$ cat src/rtl/fea_sched_pkg.sv
// Shared definitions for the stereo frame / descriptor-bank scheduler.
//   NUM_BANKS  number of descriptor RAM banks in rotation
//   BANK_W     width of a bank index
//   frame_state_e  frame tracking state (IDLE before the first frame, then L/R)
//   bank_inc   modulo-NUM_BANKS increment of a bank index
package fea_sched_pkg;

    localparam int NUM_BANKS = 5;
    localparam int BANK_W    = 3;

    typedef enum logic [1:0] {
        IDLE  = 2'd0,
        LEFT  = 2'd1,
        RIGHT = 2'd2
    } frame_state_e;

    function automatic logic [BANK_W-1:0] bank_inc(input logic [BANK_W-1:0] b);
        return (b == BANK_W'(NUM_BANKS - 1)) ? '0 : b + 1'b1;
    endfunction

endpackage

$ cat src/rtl/bank_cnt_file.sv
// Per-bank descriptor count file: NUM_BANKS registers of ADDR_W bits.
//   clk, rst            clock, asynchronous active-high reset (clears all counts)
//   we, waddr, wdata    single write port
//   raddr_a/b/c         three read addresses
//   rdata_a/b/c         asynchronous read data (0 for an out-of-range address)
module bank_cnt_file
    import fea_sched_pkg::*;
#(
    parameter int ADDR_W = 10
) (
    input  logic              clk,
    input  logic              rst,
    input  logic              we,
    input  logic [BANK_W-1:0] waddr,
    input  logic [ADDR_W-1:0] wdata,
    input  logic [BANK_W-1:0] raddr_a,
    input  logic [BANK_W-1:0] raddr_b,
    input  logic [BANK_W-1:0] raddr_c,
    output logic [ADDR_W-1:0] rdata_a,
    output logic [ADDR_W-1:0] rdata_b,
    output logic [ADDR_W-1:0] rdata_c
);

    logic [ADDR_W-1:0] cnt_q [NUM_BANKS];

    always_ff @(posedge clk or posedge rst) begin
        if (rst) begin
            for (int i = 0; i < NUM_BANKS; i++) begin
                cnt_q[i] <= '0;
            end
        end else if (we) begin
            for (int i = 0; i < NUM_BANKS; i++) begin
                if (waddr == BANK_W'(i)) begin
                    cnt_q[i] <= wdata;
                end
            end
        end
    end

    // Compare-based read mux so indices 5..7 cannot reach past the array.
    always_comb begin
        rdata_a = '0;
        rdata_b = '0;
        rdata_c = '0;
        for (int i = 0; i < NUM_BANKS; i++) begin
            if (raddr_a == BANK_W'(i)) rdata_a = cnt_q[i];
            if (raddr_b == BANK_W'(i)) rdata_b = cnt_q[i];
            if (raddr_c == BANK_W'(i)) rdata_c = cnt_q[i];
        end
    end

endmodule

$ cat src/rtl/frame_bank_sched.sv
// Stereo frame and descriptor-bank scheduler.
// Detects frame starts on img_din_valid, alternates L/R frames, rotates five
// descriptor banks, generates write strobes/addresses, commits per-bank counts
// and launches the matcher on the start of every L frame once two stereo pairs
// are complete.
//   clk, rst               clock, asynchronous active-high reset
//   img_din_valid          pixel valid (high for a whole frame)
//   feat_valid             one descriptor available this cycle
//   match_done             one-cycle done pulse from the matcher
//   wr_en/wr_bank/wr_addr  descriptor RAM write port (combinational strobe)
//   frame_side             0 = L frame, 1 = R frame
//   match_start            one-cycle matcher start pulse
//   rd_bank_p/r/l, num_*   banks and counts for the matcher (held between starts)
//   match_busy             matcher running
//   ovf, overrun           sticky error flags
//   overrun_cnt            saturating count of skipped matches
module frame_bank_sched
    import fea_sched_pkg::*;
#(
    parameter int ADDR_W  = 10,
    parameter int MAX_DES = 1023,
    parameter int OVR_W   = 8
) (
    input  logic              clk,
    input  logic              rst,
    input  logic              img_din_valid,
    input  logic              feat_valid,
    input  logic              match_done,
    output logic              wr_en,
    output logic [BANK_W-1:0] wr_bank,
    output logic [ADDR_W-1:0] wr_addr,
    output logic              frame_side,
    output logic              match_start,
    output logic [BANK_W-1:0] rd_bank_p,
    output logic [BANK_W-1:0] rd_bank_r,
    output logic [BANK_W-1:0] rd_bank_l,
    output logic [ADDR_W-1:0] num_p,
    output logic [ADDR_W-1:0] num_r,
    output logic [ADDR_W-1:0] num_l,
    output logic              match_busy,
    output logic              ovf,
    output logic              overrun,
    output logic [OVR_W-1:0]  overrun_cnt
);

    frame_state_e      state_q, state_d;
    logic              vld_q;
    logic [BANK_W-1:0] wp_q, wp_d;
    logic [ADDR_W-1:0] cnt_q, cnt_d;
    logic              ovf_q, ovf_d;
    logic [BANK_W-1:0] last_l_q, last_l_d;
    logic [BANK_W-1:0] last_r_q, last_r_d;
    logic              pair_seen_q, pair_seen_d;
    logic              busy_q, busy_d;
    logic              start_q;
    logic [BANK_W-1:0] rd_p_q, rd_p_d, rd_r_q, rd_r_d, rd_l_q, rd_l_d;
    logic [ADDR_W-1:0] num_p_q, num_p_d, num_r_q, num_r_d, num_l_q, num_l_d;
    logic              overrun_q, overrun_d;
    logic [OVR_W-1:0]  overrun_cnt_q, overrun_cnt_d;

    logic              sof;
    logic              active;
    logic              accept;
    logic              commit;
    logic [ADDR_W-1:0] commit_val;
    logic              launch_try, busy_after_done, launch, skip;
    logic [ADDR_W-1:0] rdata_p, rdata_r, rdata_l;

    assign sof        = img_din_valid & ~vld_q;
    assign active     = (state_q != IDLE);
    assign accept     = feat_valid & active & (cnt_q < ADDR_W'(MAX_DES));
    // Nothing to commit on the very first sof: no frame was open.
    assign commit     = sof & active;
    // A descriptor in the sof cycle still belongs to the closing frame.
    assign commit_val = cnt_q + ADDR_W'(accept);

    // Launch only at the start of an L frame, once the pair closing now is
    // at least the second complete pair since reset.
    assign launch_try      = sof & (state_q == RIGHT) & pair_seen_q;
    // A done in the launch cycle frees the matcher before the launch decision.
    assign busy_after_done = busy_q & ~match_done;
    assign launch          = launch_try & ~busy_after_done;
    assign skip            = launch_try & busy_after_done;

    bank_cnt_file #(
        .ADDR_W (ADDR_W)
    ) u_cnt_file (
        .clk     (clk),
        .rst     (rst),
        .we      (commit),
        .waddr   (wp_q),
        .wdata   (commit_val),
        .raddr_a (last_r_q),
        .raddr_b (wp_q),
        .raddr_c (last_l_q),
        .rdata_a (rdata_p),
        .rdata_b (rdata_r),
        .rdata_c (rdata_l)
    );

    // ---------------- frame FSM: state register ----------------
    always_ff @(posedge clk or posedge rst) begin
        if (rst) begin
            state_q <= IDLE;
        end else begin
            state_q <= state_d;
        end
    end

    // ---------------- frame FSM: next state ----------------
    always_comb begin
        state_d = state_q;
        if (sof) begin
            case (state_q)
                IDLE:    state_d = LEFT;
                LEFT:    state_d = RIGHT;
                RIGHT:   state_d = LEFT;
                default: state_d = IDLE;
            endcase
        end
    end

    // ---------------- frame FSM: outputs ----------------
    always_comb begin
        wr_en      = accept;
        wr_bank    = wp_q;
        wr_addr    = cnt_q;
        frame_side = (state_q == RIGHT);
    end

    // ---------------- datapath next state ----------------
    always_comb begin
        wp_d          = commit ? bank_inc(wp_q) : wp_q;
        cnt_d         = sof ? '0 : cnt_q + ADDR_W'(accept);
        ovf_d         = ovf_q | (feat_valid & active & ~accept);
        last_l_d      = last_l_q;
        last_r_d      = last_r_q;
        pair_seen_d   = pair_seen_q;
        busy_d        = busy_q;
        rd_p_d        = rd_p_q;
        rd_r_d        = rd_r_q;
        rd_l_d        = rd_l_q;
        num_p_d       = num_p_q;
        num_r_d       = num_r_q;
        num_l_d       = num_l_q;
        overrun_d     = overrun_q;
        overrun_cnt_d = overrun_cnt_q;

        if (commit && state_q == LEFT) begin
            last_l_d = wp_q;
        end
        if (commit && state_q == RIGHT) begin
            last_r_d    = wp_q;
            pair_seen_d = 1'b1;
        end

        if (match_done) begin
            busy_d = 1'b0;
        end

        if (launch) begin
            busy_d  = 1'b1;
            // last_r_q has not yet been overwritten, so it is the previous R bank.
            rd_p_d  = last_r_q;
            rd_r_d  = wp_q;
            rd_l_d  = last_l_q;
            // Bypass the count being committed this very cycle.
            num_p_d = (last_r_q == wp_q) ? commit_val : rdata_p;
            num_r_d = commit_val;
            num_l_d = (last_l_q == wp_q) ? commit_val : rdata_l;
        end

        if (skip) begin
            overrun_d = 1'b1;
            if (overrun_cnt_q != '1) begin
                overrun_cnt_d = overrun_cnt_q + 1'b1;
            end
        end
    end

    // rdata_r is the read-before-commit value of the bank being closed; the
    // launch always takes the committed value instead.
    logic unused_rdata_r;
    assign unused_rdata_r = ^rdata_r;

    // ---------------- datapath registers ----------------
    always_ff @(posedge clk or posedge rst) begin
        if (rst) begin
            vld_q         <= 1'b0;
            wp_q          <= '0;
            cnt_q         <= '0;
            ovf_q         <= 1'b0;
            last_l_q      <= '0;
            last_r_q      <= '0;
            pair_seen_q   <= 1'b0;
            busy_q        <= 1'b0;
            start_q       <= 1'b0;
            rd_p_q        <= '0;
            rd_r_q        <= '0;
            rd_l_q        <= '0;
            num_p_q       <= '0;
            num_r_q       <= '0;
            num_l_q       <= '0;
            overrun_q     <= 1'b0;
            overrun_cnt_q <= '0;
        end else begin
            vld_q         <= img_din_valid;
            wp_q          <= wp_d;
            cnt_q         <= cnt_d;
            ovf_q         <= ovf_d;
            last_l_q      <= last_l_d;
            last_r_q      <= last_r_d;
            pair_seen_q   <= pair_seen_d;
            busy_q        <= busy_d;
            start_q       <= launch;
            rd_p_q        <= rd_p_d;
            rd_r_q        <= rd_r_d;
            rd_l_q        <= rd_l_d;
            num_p_q       <= num_p_d;
            num_r_q       <= num_r_d;
            num_l_q       <= num_l_d;
            overrun_q     <= overrun_d;
            overrun_cnt_q <= overrun_cnt_d;
        end
    end

    assign match_start = start_q;
    assign rd_bank_p   = rd_p_q;
    assign rd_bank_r   = rd_r_q;
    assign rd_bank_l   = rd_l_q;
    assign num_p       = num_p_q;
    assign num_r       = num_r_q;
    assign num_l       = num_l_q;
    assign match_busy  = busy_q;
    assign ovf         = ovf_q;
    assign overrun     = overrun_q;
    assign overrun_cnt = overrun_cnt_q;

endmodule
$ cat config.mk
export PLATFORM = sky130hd
export DESIGN_NAME = frame_bank_sched
export DESIGN_NICKNAME = d
export VERILOG_FILES = /design/src/rtl/fea_sched_pkg.sv /design/src/rtl/bank_cnt_file.sv /design/src/rtl/frame_bank_sched.sv
export SDC_FILE = /design/constraint.sdc
export NUM_CORES = 1
export LEC_CHECK = 0
export CAP_MARGIN = 25
export CORE_MARGIN = 2
export CORE_UTILIZATION = 35
export DETAILED_ROUTE_END_ITERATION = 16
export PLACE_DENSITY_LB_ADDON = 0.1
export SYNTH_ARGS = -nofsm -noshare
export SYNTH_HDL_FRONTEND = slang
export SYNTH_SLANG_ARGS = --single-unit
$ cat constraint.sdc
create_clock -name clk -period 10.7 [get_ports clk]
set_clock_uncertainty 0.05 [all_clocks]
set_input_delay 1.605 -clock clk [delete_from_list [all_inputs] [get_ports clk]]
set_output_delay 1.605 -clock clk [all_outputs]
set_load 0.005 [all_outputs]
==> implementation parameters <==
Parameter                              Value

Run status
  Result of the run ... completed

Clocking
  Post-CTS clock slew at the launch and capture registers of the worst setup and hold paths ... 0.05 ns
  Number of buffers added to fix hold violations after cts ... 0
  TritonCTS sink count ... 124
  Number of buffers between clock root and the deepest sink ... 2
  H-tree depth ... 4
  TritonCTS clock tree ... built
  Clock root buffer ... clkbuf_16
  Post CTS Setup Buffer Count ... 0
  TritonCTS Buffers ... 17
  Clk_lat worst skew ... 0.42 ns
  Cts repair resizes ... 0

Synth
  Count of flip-flops with a built-in enable after synthesis ... 0
  Gate Count Post-Synth ... 507
  Syn nets ... 520
  Syn Std Cell Area ... 5893 um^2
  Synth Area per Inst ... 11.62 um^2
  Flop and latch count out of synthesis ... 124
  Share of flip-flops with an asynchronous set or reset ... 100.0%
  Synth warnings ... 0
  Post-synth top flop ... dfrtp_1
  Count of different cell masters after synthesis ... 43
  Portion of the post-synthesis area used by sequential elements ... 52.65%

Routing
  Detailed-router iteration count before antenna repair ... 6
  Met1 routed wirelength after detailed routing ... 6.802 mm
  Top metal layer carrying routed signals ... met4
  Number of DRC markers in iteration 0 ... 277
  WL met2 ... 8.067 mm
  DRC ... 0
  Mean number of vias per cell ... 5.191
  Total Routed Length ... 15.88 mm
  Met3 wire len ... 743 um
  Remaining number of nets flagged by the antenna check after routing ... 0
  Vias post-DR ... 4179
  Wire length per cell after detailed routing ... 19.73 um

Hold path
  Number of cells on the worst hold path ... 1
  Hold/Removal Path Class ... flop to flop
  Worst Hold End ... overrun$_DFFE_PP0P_
  Hold Path Origin ... overrun$_DFFE_PP0P_

Critical path
  Startpoint types ... input pin
  Data required time of the worst path ... 10.95 ns
  Data arrival time of the critical path ... 4.87 ns
  Worst-case reg-to-reg path depth ... 5
  Slack of the worst reg-to-reg path ... 7.27 ns
  Worst reg2reg path endpoint ... num_p[6]$_DFFE_PP0P_
  Series of cell instances along the critical path ... clkdlybuf4s50_1 > and4bb_1 > nand3_2 > inv_2 > nand2_1 > o221a_2
  Startpoint of the worst-slack reg-to-reg timing path ... state_q[0]$_DFFE_PP0P_
  Cell with the largest stage delay on the worst path ... nand3_2
  Setup crit end kind ... flop
  Delay of the slowest cell on the worst path ... 0.84 ns
  Classification of the worst setup path ... input pin to flop
  Biggest fanout along the worst timing path ... 47

Placed design
  Last weighted congestion value of the routability-driven placer ... 0.7808
  Area post-placement ... 6765 um^2
  Detail Placement HPWL ... 10.74 mm
  Port Buf Inserts ... 70

Global routing
  Overall overflow remaining after global route ... 0
  Number of antenna violations at the first check in global routing ... 0
  Global-route wire length before repair ... 25.16 mm
  GR Util All Layers ... 18.83%
  Number of global-route vias before repair ... 4357
  Largest net degree at the start of global routing ... 67

STA
  Actual transition at the worst max-transition pin ... 1.043 ns
  Highest attainable clock frequency ... 0.2167 GHz
  Endpoints failing hold ... 0
  Total negative slack for setup checks ... 0 ns
  Final Slew Violations ... 0
  Setup repair after global routing missed its margin ... false
  Clock period minus worst slack ... 4.614 ns
  Relative slew margins ... 30.29%
  Period utilisation layout ... 43.12%
  Final setup vio count ... 0

Final layout
  Share of final-layout standard cells stronger than drive strength 1 ... 17.95%
  Final core utilization ... 44.29%
  Layout net count ... 585
  Post-route cell area ... 7318 um^2
  Commonest non-fill, non-tap cells in the layout ... dfrtp_1, nand2_1, clkdlybuf4s50_1, mux2_2, o21ai_0
  Area Overhead vs Synth ... 24.18%
  Number of inserted diodes ... 0
  Most common cell after layout, fill and taps aside ... dfrtp_1
  Fillers ... 1565

Power
  Power density over the cells ... 253.6 nW/um^2
  P_leak ... 3.145 nW
  Largest vdd supply drop ... 129.0 uV

Floorplan
  Core region area ... 16520 um^2
  Number of cell rows ... 47
  Effective utilization at floorplan ... 35.66%
  Die boundary height ... 133.8 um
  Die X-Extent ... 133.8 um
  Die area ... 17890 um^2
  Ports ... 71

Run
  Max cap viols ... 0
-- power breakdown --
part	leakage (nW)	internal [mW]	switching [mW]	total, mW
sequential	1.66	0.583	0.165	0.748
clock	0.278	0.345	0.200	0.545
combinational	1.21	0.299	0.264	0.563
total	3.15	1.23	0.629	1.86
-- final cells by class --
cell class                 instances  area, um^2  share of cell area, %
tap                              220       275.3                  3.761
sequential                       124        3103                  42.40
timing repair buffer              75       738.2                  10.09
clock buffer                      23       457.9                  6.257
multi-input combinational        344        2609                  35.65
inverter                          10       40.04                 0.5471
clock inverter                     9       95.09                  1.299
-- routing by layer --
metal  GRT usage [%]  vias to the layer above
li1                -                     1954
met1           24.33                     2120
met2           31.03                       89
met3           3.767                       16
met4           7.742                        0
met5               0                        -
-- metrics by stage --
stage	hold slack (ns)	worst slack (ns)	std cells	power, mW
2_1_floorplan	0.4090	5.746	507	1.054
3_3_place_gp	0.4044	5.825	773	1.312
3_5_place_dp	0.4022	5.697	773	1.322
4_1_cts	0.4186	6.150	805	1.874
5_1_grt	0.4491	5.863	805	1.955
6_report	0.4107	6.086	805	1.856
-- worst max-delay path: cells and delay by family --
kind / cells / cell delay [ns]
and+or+nand+nor: 3 / 1.57
buffers and inverters: 2 / 1.36
AOI/OAI and AO/OA: 1 / 0.31
-- kinds of logic (layout without fill, tap and decap cells) --
group	count (synthesis)	count (layout)	synth area share [%]
fa+ha+maj	8	8	1.699
mux	60	60	14.82
simple gates	159	159	13.86
flops	124	124	52.65
xor+xnor	29	29	4.310
compound gates	88	88	9.406
buf+inv	39	117	3.248
-- synth_stat cells, drive strengths merged (2+ instances only) --
| master | number | share of area, % |
|---|---|---|
| buf | 22 | 2.2 |
| inv | 10 | 0.64 |
| xnor2 | 15 | 2.2 |
| nand2 | 79 | 5.0 |
| o21ai | 52 | 4.5 |
| nor3 | 5 | 0.59 |
| nand3b | 3 | 0.38 |
| mux2i | 4 | 0.68 |
| and3 | 2 | 0.21 |
| nand4 | 14 | 1.5 |
| clkbuf | 7 | 0.45 |
| o221ai | 2 | 0.30 |
| nor3b | 9 | 1.5 |
| o41ai | 2 | 0.30 |
| xor2 | 14 | 2.1 |
| o221a | 8 | 1.5 |
| ha | 8 | 1.7 |
| nand2b | 3 | 0.32 |
| mux2 | 38 | 7.3 |
| and2 | 2 | 0.21 |
| a21o | 2 | 0.25 |
| nand3 | 11 | 0.93 |
| a221oi | 10 | 1.5 |
| nor2 | 22 | 1.4 |
| nor2b | 3 | 0.32 |
| a21oi | 11 | 0.93 |
| mux4 | 18 | 6.9 |
| dfrtp | 124 | 53 |
-- registers in the layout, summed over array words and instances, names as in the netlist, 8 cells and up --
name	flops
num_r	10
u_cnt_file.cnt_q	50
wr_addr	10
overrun_cnt	8
num_l	10
num_p	10
-- worst max-delay path by stage --
stage	slack [ns]	cells after the start	endpoint	start
after global routing	5.86	6	num_p[8]$_DFFE_PP0P_	img_din_valid
after detailed placement	5.70	6	num_p[5]$_DFFE_PP0P_	img_din_valid
final	6.09	6	num_p[6]$_DFFE_PP0P_	img_din_valid
after floorplan	5.75	1	last_l_q[0]$_DFFE_PP0P_	rst
after CTS	6.15	6	num_p[5]$_DFFE_PP0P_	img_din_valid
after global placement	5.82	6	num_p[5]$_DFFE_PP0P_	img_din_valid
Power figures use the tool's default switching activity.
